==> src/rtl/alu_issue_stage_pkg.sv <==
// Shared ALU definitions: function-select codes, RV32 opcodes and the f3 -> ALUSel map.
// Imported by the issue stage and by the ALU itself.
package alu_defs;

    localparam logic [3:0] ALUadd  = 4'd0;
    localparam logic [3:0] ALUsub  = 4'd1;
    localparam logic [3:0] ALUsll  = 4'd2;
    localparam logic [3:0] ALUslt  = 4'd3;
    localparam logic [3:0] ALUsltu = 4'd4;
    localparam logic [3:0] ALUxor  = 4'd5;
    localparam logic [3:0] ALUsrl  = 4'd6;
    localparam logic [3:0] ALUsar  = 4'd7;
    localparam logic [3:0] ALUor   = 4'd8;
    localparam logic [3:0] ALUand  = 4'd9;
    localparam logic [3:0] ALUnop  = 4'd15;

    localparam logic [6:0] OPC_OP    = 7'b0110011;
    localparam logic [6:0] OPC_OPIMM = 7'b0010011;
    localparam logic [6:0] OPC_LUI   = 7'b0110111;
    localparam logic [6:0] OPC_AUIPC = 7'b0010111;

    localparam logic [6:0] F7_BASE = 7'b0000000;
    localparam logic [6:0] F7_ALT  = 7'b0100000;

    // alt selects sub (f3=000) or arithmetic shift (f3=101); ignored elsewhere.
    function automatic logic [3:0] f3_to_alusel(input logic [2:0] f3, input logic alt);
        logic [3:0] sel;
        sel = ALUnop;
        case (f3)
            3'b000:  sel = alt ? ALUsub : ALUadd;
            3'b001:  sel = ALUsll;
            3'b010:  sel = ALUslt;
            3'b011:  sel = ALUsltu;
            3'b100:  sel = ALUxor;
            3'b101:  sel = alt ? ALUsar : ALUsrl;
            3'b110:  sel = ALUor;
            3'b111:  sel = ALUand;
            default: sel = ALUnop;
        endcase
        return sel;
    endfunction

endpackage

==> src/rtl/alu_issue_stage_skid.sv <==
// Generic 2-entry valid/ready buffer: a main slot driving the outputs and a skid slot.
// in_ready is registered so downstream stalls never reach upstream combinationally.
module alu_skid_buffer #(
    parameter int unsigned        WIDTH     = 8,
    parameter logic [WIDTH-1:0]   RESET_VAL = '0
) (
    input  logic             clk,
    input  logic             rst,
    input  logic             in_valid,
    output logic             in_ready,
    input  logic [WIDTH-1:0] in_data,
    output logic             out_valid,
    input  logic             out_ready,
    output logic [WIDTH-1:0] out_data
);

    localparam logic [1:0] S_EMPTY = 2'd0;
    localparam logic [1:0] S_MAIN  = 2'd1;
    localparam logic [1:0] S_FULL  = 2'd2;

    logic [1:0]       state_q, state_d;
    logic [WIDTH-1:0] main_q, main_d;
    logic [WIDTH-1:0] skid_q, skid_d;
    logic             in_ready_q, in_ready_d;
    logic             accept, drain;

    assign accept = in_valid & in_ready_q;
    assign drain  = (state_q != S_EMPTY) & out_ready;

    always_comb begin
        state_d = state_q;
        main_d  = main_q;
        skid_d  = skid_q;
        case (state_q)
            S_EMPTY: begin
                if (accept) begin
                    state_d = S_MAIN;
                    main_d  = in_data;
                end
            end
            S_MAIN: begin
                if (accept && drain) begin
                    main_d = in_data;
                end else if (accept) begin
                    state_d = S_FULL;
                    skid_d  = in_data;
                end else if (drain) begin
                    state_d = S_EMPTY;
                end
            end
            S_FULL: begin
                if (drain) begin
                    state_d = S_MAIN;
                    main_d  = skid_q;
                end
            end
            default: state_d = S_EMPTY;
        endcase
        in_ready_d = (state_d != S_FULL);
    end

    always_ff @(posedge clk) begin
        if (rst) begin
            state_q    <= S_EMPTY;
            main_q     <= RESET_VAL;
            skid_q     <= RESET_VAL;
            in_ready_q <= 1'b1;
        end else begin
            state_q    <= state_d;
            main_q     <= main_d;
            skid_q     <= skid_d;
            in_ready_q <= in_ready_d;
        end
    end

    assign in_ready  = in_ready_q;
    assign out_valid = (state_q != S_EMPTY);
    assign out_data  = main_q;

endmodule

==> src/rtl/alu_issue_stage.sv <==
// ALU issue stage: decodes OP/OP-IMM/LUI/AUIPC into ALU select and operands,
// then registers them through a 2-entry skid buffer toward execute.
module alu_issue_stage
    import alu_defs::*;
#(
    parameter int unsigned XLEN       = 32,
    parameter int unsigned SKID_DEPTH = 2
) (
    input  logic            clk,
    input  logic            rst,
    input  logic            in_valid,
    output logic            in_ready,
    input  logic [31:0]     in_instr,
    input  logic [XLEN-1:0] in_pc,
    input  logic [XLEN-1:0] in_rs1_val,
    input  logic [XLEN-1:0] in_rs2_val,
    output logic            out_valid,
    input  logic            out_ready,
    output logic [XLEN-1:0] out_a,
    output logic [XLEN-1:0] out_b,
    output logic [3:0]      out_alusel,
    output logic [4:0]      out_rd,
    output logic            out_wen,
    output logic            out_illegal
);

    if (SKID_DEPTH != 2) begin : g_depth_check
        $error("alu_issue_stage: SKID_DEPTH must be 2");
    end

    localparam int unsigned PW = 2 * XLEN + 11;
    localparam logic [PW-1:0] NOP_PAYLOAD = {{(2 * XLEN){1'b0}}, ALUnop, 7'b0};

    logic [6:0]      opcode, f7;
    logic [2:0]      f3;
    logic [4:0]      rd;
    logic [XLEN-1:0] imm_i, imm_u, shamt;
    logic            is_shift;
    logic [XLEN-1:0] dec_a, dec_b;
    logic [3:0]      dec_sel;
    logic            dec_ill, dec_wen;
    logic [PW-1:0]   in_payload, out_payload;

    assign opcode = in_instr[6:0];
    assign rd     = in_instr[11:7];
    assign f3     = in_instr[14:12];
    assign f7     = in_instr[31:25];
    assign imm_i  = XLEN'($signed(in_instr[31:20]));
    assign imm_u  = XLEN'($signed({in_instr[31:12], 12'b0}));
    assign shamt  = XLEN'(in_instr[24:20]);
    assign is_shift = (f3 == 3'b001) || (f3 == 3'b101);

    always_comb begin
        dec_a   = '0;
        dec_b   = '0;
        dec_sel = ALUnop;
        dec_ill = 1'b1;
        case (opcode)
            OPC_OP: begin
                if (f7 == F7_BASE || (f7 == F7_ALT && (f3 == 3'b000 || f3 == 3'b101))) begin
                    dec_ill = 1'b0;
                    dec_a   = in_rs1_val;
                    dec_b   = in_rs2_val;
                    dec_sel = f3_to_alusel(f3, f7 == F7_ALT);
                end
            end
            OPC_OPIMM: begin
                // f7 only constrains shifts; for other f3 it is immediate bits.
                if (!is_shift || f7 == F7_BASE || (f3 == 3'b101 && f7 == F7_ALT)) begin
                    dec_ill = 1'b0;
                    dec_a   = in_rs1_val;
                    dec_b   = is_shift ? shamt : imm_i;
                    dec_sel = f3_to_alusel(f3, f3 == 3'b101 && f7 == F7_ALT);
                end
            end
            OPC_LUI: begin
                dec_ill = 1'b0;
                dec_b   = imm_u;
                dec_sel = ALUadd;
            end
            OPC_AUIPC: begin
                dec_ill = 1'b0;
                dec_a   = in_pc;
                dec_b   = imm_u;
                dec_sel = ALUadd;
            end
            default: ;
        endcase
        dec_wen = !dec_ill && (rd != 5'd0);
    end

    assign in_payload = {dec_a, dec_b, dec_sel, rd, dec_wen, dec_ill};

    alu_skid_buffer #(
        .WIDTH     (PW),
        .RESET_VAL (NOP_PAYLOAD)
    ) u_skid (
        .clk       (clk),
        .rst       (rst),
        .in_valid  (in_valid),
        .in_ready  (in_ready),
        .in_data   (in_payload),
        .out_valid (out_valid),
        .out_ready (out_ready),
        .out_data  (out_payload)
    );

    assign {out_a, out_b, out_alusel, out_rd, out_wen, out_illegal} = out_payload;

endmodule
==> config.mk <==
export PLATFORM = sky130hd
export DESIGN_NAME = alu_issue_stage
export DESIGN_NICKNAME = d
export VERILOG_FILES = /design/src/rtl/alu_issue_stage_pkg.sv /design/src/rtl/alu_issue_stage_skid.sv /design/src/rtl/alu_issue_stage.sv
export SDC_FILE = /design/constraint.sdc
export NUM_CORES = 1
export LEC_CHECK = 0
export CORE_UTILIZATION = 47
export CTS_CLUSTER_DIAMETER = 120
export DETAILED_ROUTE_END_ITERATION = 6
export PLACE_DENSITY = 0.9
export SKIP_CTS_REPAIR_TIMING = 1
export SYNTH_ARGS = -nofsm -noshare
export SYNTH_HDL_FRONTEND = slang
export SYNTH_SLANG_ARGS = --single-unit
==> constraint.sdc <==
create_clock -name clk -period 2.3 [get_ports clk]
set_clock_uncertainty 0.2 [all_clocks]
set_input_delay 0.345 -clock clk [delete_from_list [all_inputs] [get_ports clk]]
set_output_delay 0.345 -clock clk [all_outputs]
set_load 0.01 [all_outputs]
==> impl_metrics.py <==
metrics = {
    "setup_path": {
        "critPathLaunchType": "input pin",
        "timing.critical_path.slowest_stage_cell": "sky130_fd_sc_hd__clkdlybuf4s50_1",
        "cp_data_required_time_ps": 2440,
        "path_max_fanout": 37,
        "worstSetupEndpointType": "flop",
        "critical_path_arrival_ps": 2360,
        "timing.setup.critical_path_class": "in2reg",
        "critical_path.cell_chain": "clkdlybuf4s50_1 > nor4_2 > buf_4 > and3_1 > and3_2 > buf_12 > a22oi_1 > a211oi_1",
        "crit_path_max_incr_delay_ps": 460,
    },
    "drt": {
        "route.final.wire_length_mm": 21.5,
        "num_vias": 7234,
        "routed_wire_length_per_instance_um": 18.1,
        "drt.antenna.violating_nets": 0,
        "drcViolationCount": 6,
        "route.detailed.vias_per_inst": 6.08,
        "drt_iter0_drc": 703,
        "drt_pre_antenna_iters": 7,
    },
    "placement": {
        "gpl.final_weighted_congestion": 0.902,
        "hpwl_mm": 14.5,
        "buffer_ports.inserted": 208,
        "placed_cells_incl_taps": 1160,
    },
    "synthesis": {
        "yosys_warnings": 0,
        "yosysTopAreaCell": "sky130_fd_sc_hd__dfxtp_1",
        "synthesis.area_per_instance_um2": 8.51,
        "synthesis.area_um2": 6710,
        "ys_seq_elements": 153,
        "postSynthNetCount": 920,
        "yosys_cell_types": 48,
        "yosys-top-cells-area": "sky130_fd_sc_hd__dfxtp_1 46%, sky130_fd_sc_hd__a22oi_1 6.4%, sky130_fd_sc_hd__a211oi_1 5.6%",
        "ys_seq_area_frac": 0.457,
        "synthDominantCellAreaShare": 0.457,
        "synthCells": 788,
    },
    "finish": {
        "final_cell_count_no_fill": 1189,
        "num_antenna_cells": 0,
        "final_core_density": 0.720,
        "layout.nets": 1131,
        "areaGrowthSynthToFinish_pct": 49.1,
        "drive_above_1_share": 0.120,
    },
    "clocking": {
        "cts_sinks": 153,
        "clock_tree_root_buffer_cell": "sky130_fd_sc_hd__clkbuf_16",
        "worst_setup_hold_path_clk_slew_ps": 60,
        "cts.htree.levels": 4,
        "cts_tree": "done",
        "cts_made_buffers": 17,
        "clock_path_buffers": 2,
        "clock_latency_of_the_later_clocked_register_in_the_worst_skew_pair_ps": 430,
    },
    "grt": {
        "global_route_wire_length_before_repair_mm": 33.3,
        "tot_gr_track_use": 0.291,
        "grt_antenna_before_repair": 0,
        "grt_overflow": 0,
        "pin_count_of_the_biggest_net_entering_global_routing": 58,
        "grt_pass1_vias": 6605,
    },
    "hold_path": {
        "hold_path.class": "in2reg",
    },
    "floorplan": {
        "std_cell_rows": 43,
        "ioPinCount": 209,
        "die_width_um": 121,
        "floorplan.initialDensity": 0.483,
        "core_area_um2": 13900,
        "die_area_um2": 14800,
        "chipHeight_um": 121,
    },
    "sta": {
        "setup_viol": 0,
        "relSlewSlack": 0.617,
        "timing.final.crit_period_ps": 2230,
        "timing.final.crit_share": 0.968,
        "hold_viol_final": 0,
        "finalHoldWorstSlack_ps": 97.3,
        "maxSlewViolCount": 0,
        "timing_worst_slew_pin_value_ps": 575,
        "max_clock_freq_ghz": 0.449,
    },
    "power": {
        "p_leak_uw": 0.00348,
        "worst_ir_drop_vdd_v": 0.000530,
        "power_density_nw_per_um2": 659,
    },
    "run_status": {
        "status": "finished with violations",
        "failed_checks": "design-rule violations",
    },
    "run": {
        "max_cap_violations": 0,
    },
}
sequential cells by signal, summed over array words and instances, names as in the netlist:
signal and count:
u_skid.state_q 2, u_skid.in_ready 1, u_skid.skid_q 75, u_skid.out_data 75
path summary, 6_finish.rpt:
check | start | end | slack (ps) | cells past startpoint
setup / recovery | in_instr[25] | u_skid.skid_q[12]$_SDFFE_PP0P_ | 70 | 8
hold / removal | rst | u_skid.skid_q[0]$_SDFFE_PP0P_ | 100 | 2
setup reg to reg | u_skid.state_q[1]$_SDFF_PP0_ | u_skid.out_data[23]$_SDFFE_PP0P_ | 320 | 6
hold reg to reg | u_skid.out_data[36]$_SDFFE_PP0P_ | u_skid.out_data[36]$_SDFFE_PP0P_ | 240 | 2
worst max-delay path: cells and delay by family:
kind	cells	cell delay, ps
AO/OA/AOI/OAI	2	400
AND/OR/NAND/NOR	3	770
buffers and inverters	3	840
where the power goes:
group | leakage (µW) | switching (µW) | total (µW) | internal, µW
Sequential | 0.00124 | 42.5 | 2780 | 2730
Clock | 0.000297 | 1060 | 2940 | 1880
Combinational | 0.00194 | 415 | 870 | 455
per-layer routing:
| metal | wire length, µm | track usage | vias to the layer above |
|---|---|---|---|
| li1 | - | - | 3387 |
| met5 | 0 | 0 | - |
| met3 | 2180 | 0.0930 | 47 |
| met2 | 10300 | 0.471 | 432 |
| met1 | 8540 | 0.357 | 3368 |
| met4 | 452 | 0.113 | 0 |
synthesized netlist by cell type, drive strengths merged:
cell type and number:
clkbuf 60, a22oi 58, a311oi 6, or3b 2
a31oi 3, nor2b 4, o31ai 1, nor3b 2
and2 2, o21a 1, nand3b 3, buf 23
o21ai 64, a32o 2, nand3 1, dfxtp 153
nor2 83, a31o 1, and4b 1, a221oi 33
nor3 15, inv 3, a22o 1, or4 1
o22a 1, and3b 2, and4 1, a211oi 59
a21o 1, a21oi 54, o211ai 2, and3 39
o32ai 1, o22ai 37, nand4 1, nand2b 6
or2 1, nor4 1, nand2 59
layout by cell type, fill, tap and decap left out, types with 3 or more instances in the layout:
master                            count
sky130_fd_sc_hd__a221oi_1            32
sky130_fd_sc_hd__a311oi_1             6
sky130_fd_sc_hd__nor3_1              15
sky130_fd_sc_hd__a211oi_1            48
sky130_fd_sc_hd__buf_12              15
sky130_fd_sc_hd__clkdlybuf4s50_1    207
sky130_fd_sc_hd__clkbuf_8             3
sky130_fd_sc_hd__nand2b_1             6
sky130_fd_sc_hd__o21ai_1             31
sky130_fd_sc_hd__o21ai_0             33
sky130_fd_sc_hd__nand2_1             59
sky130_fd_sc_hd__dfxtp_1            153
sky130_fd_sc_hd__inv_1                3
sky130_fd_sc_hd__a22oi_1             57
sky130_fd_sc_hd__bufinv_16            4
sky130_fd_sc_hd__buf_4               53
sky130_fd_sc_hd__nor2_1              81
sky130_fd_sc_hd__and3_1              38
sky130_fd_sc_hd__a31oi_1              3
sky130_fd_sc_hd__o22ai_1             37
sky130_fd_sc_hd__nand3b_1             3
sky130_fd_sc_hd__a21oi_1             53
sky130_fd_sc_hd__clkbuf_16           17
sky130_fd_sc_hd__a211oi_2            11
through the flow:
stage	power, µW	setup TNS, ps	area [µm²]	setup slack, ps
after global placement	3670	-23120	9370	-258
after detailed placement	3690	-29910	9370	-355
after floorplan	3160	0	6710	259
after CTS	6600	0	9980	51.0
after global routing	6780	-7.44	10000	-7.44
final	6590	0	10000	73.1
layout make-up:
class | count | area (µm²)
clock inverter | 8 | 145
fill | 990 | 3880
timing repair buffer | 275 | 2770
sequential | 153 | 3060
multi-input combinational | 549 | 3310
clock buffer | 21 | 470
tap | 180 | 225
inverter | 3 | 11.3
cells by family after synthesis:
kind of cell | count (synthesis) | share of synthesized area
simple gates | 224 | 0.159
flops | 153 | 0.457
buf+inv | 86 | 0.0552
compound gates | 325 | 0.329
Power figures use the tool's default switching activity.
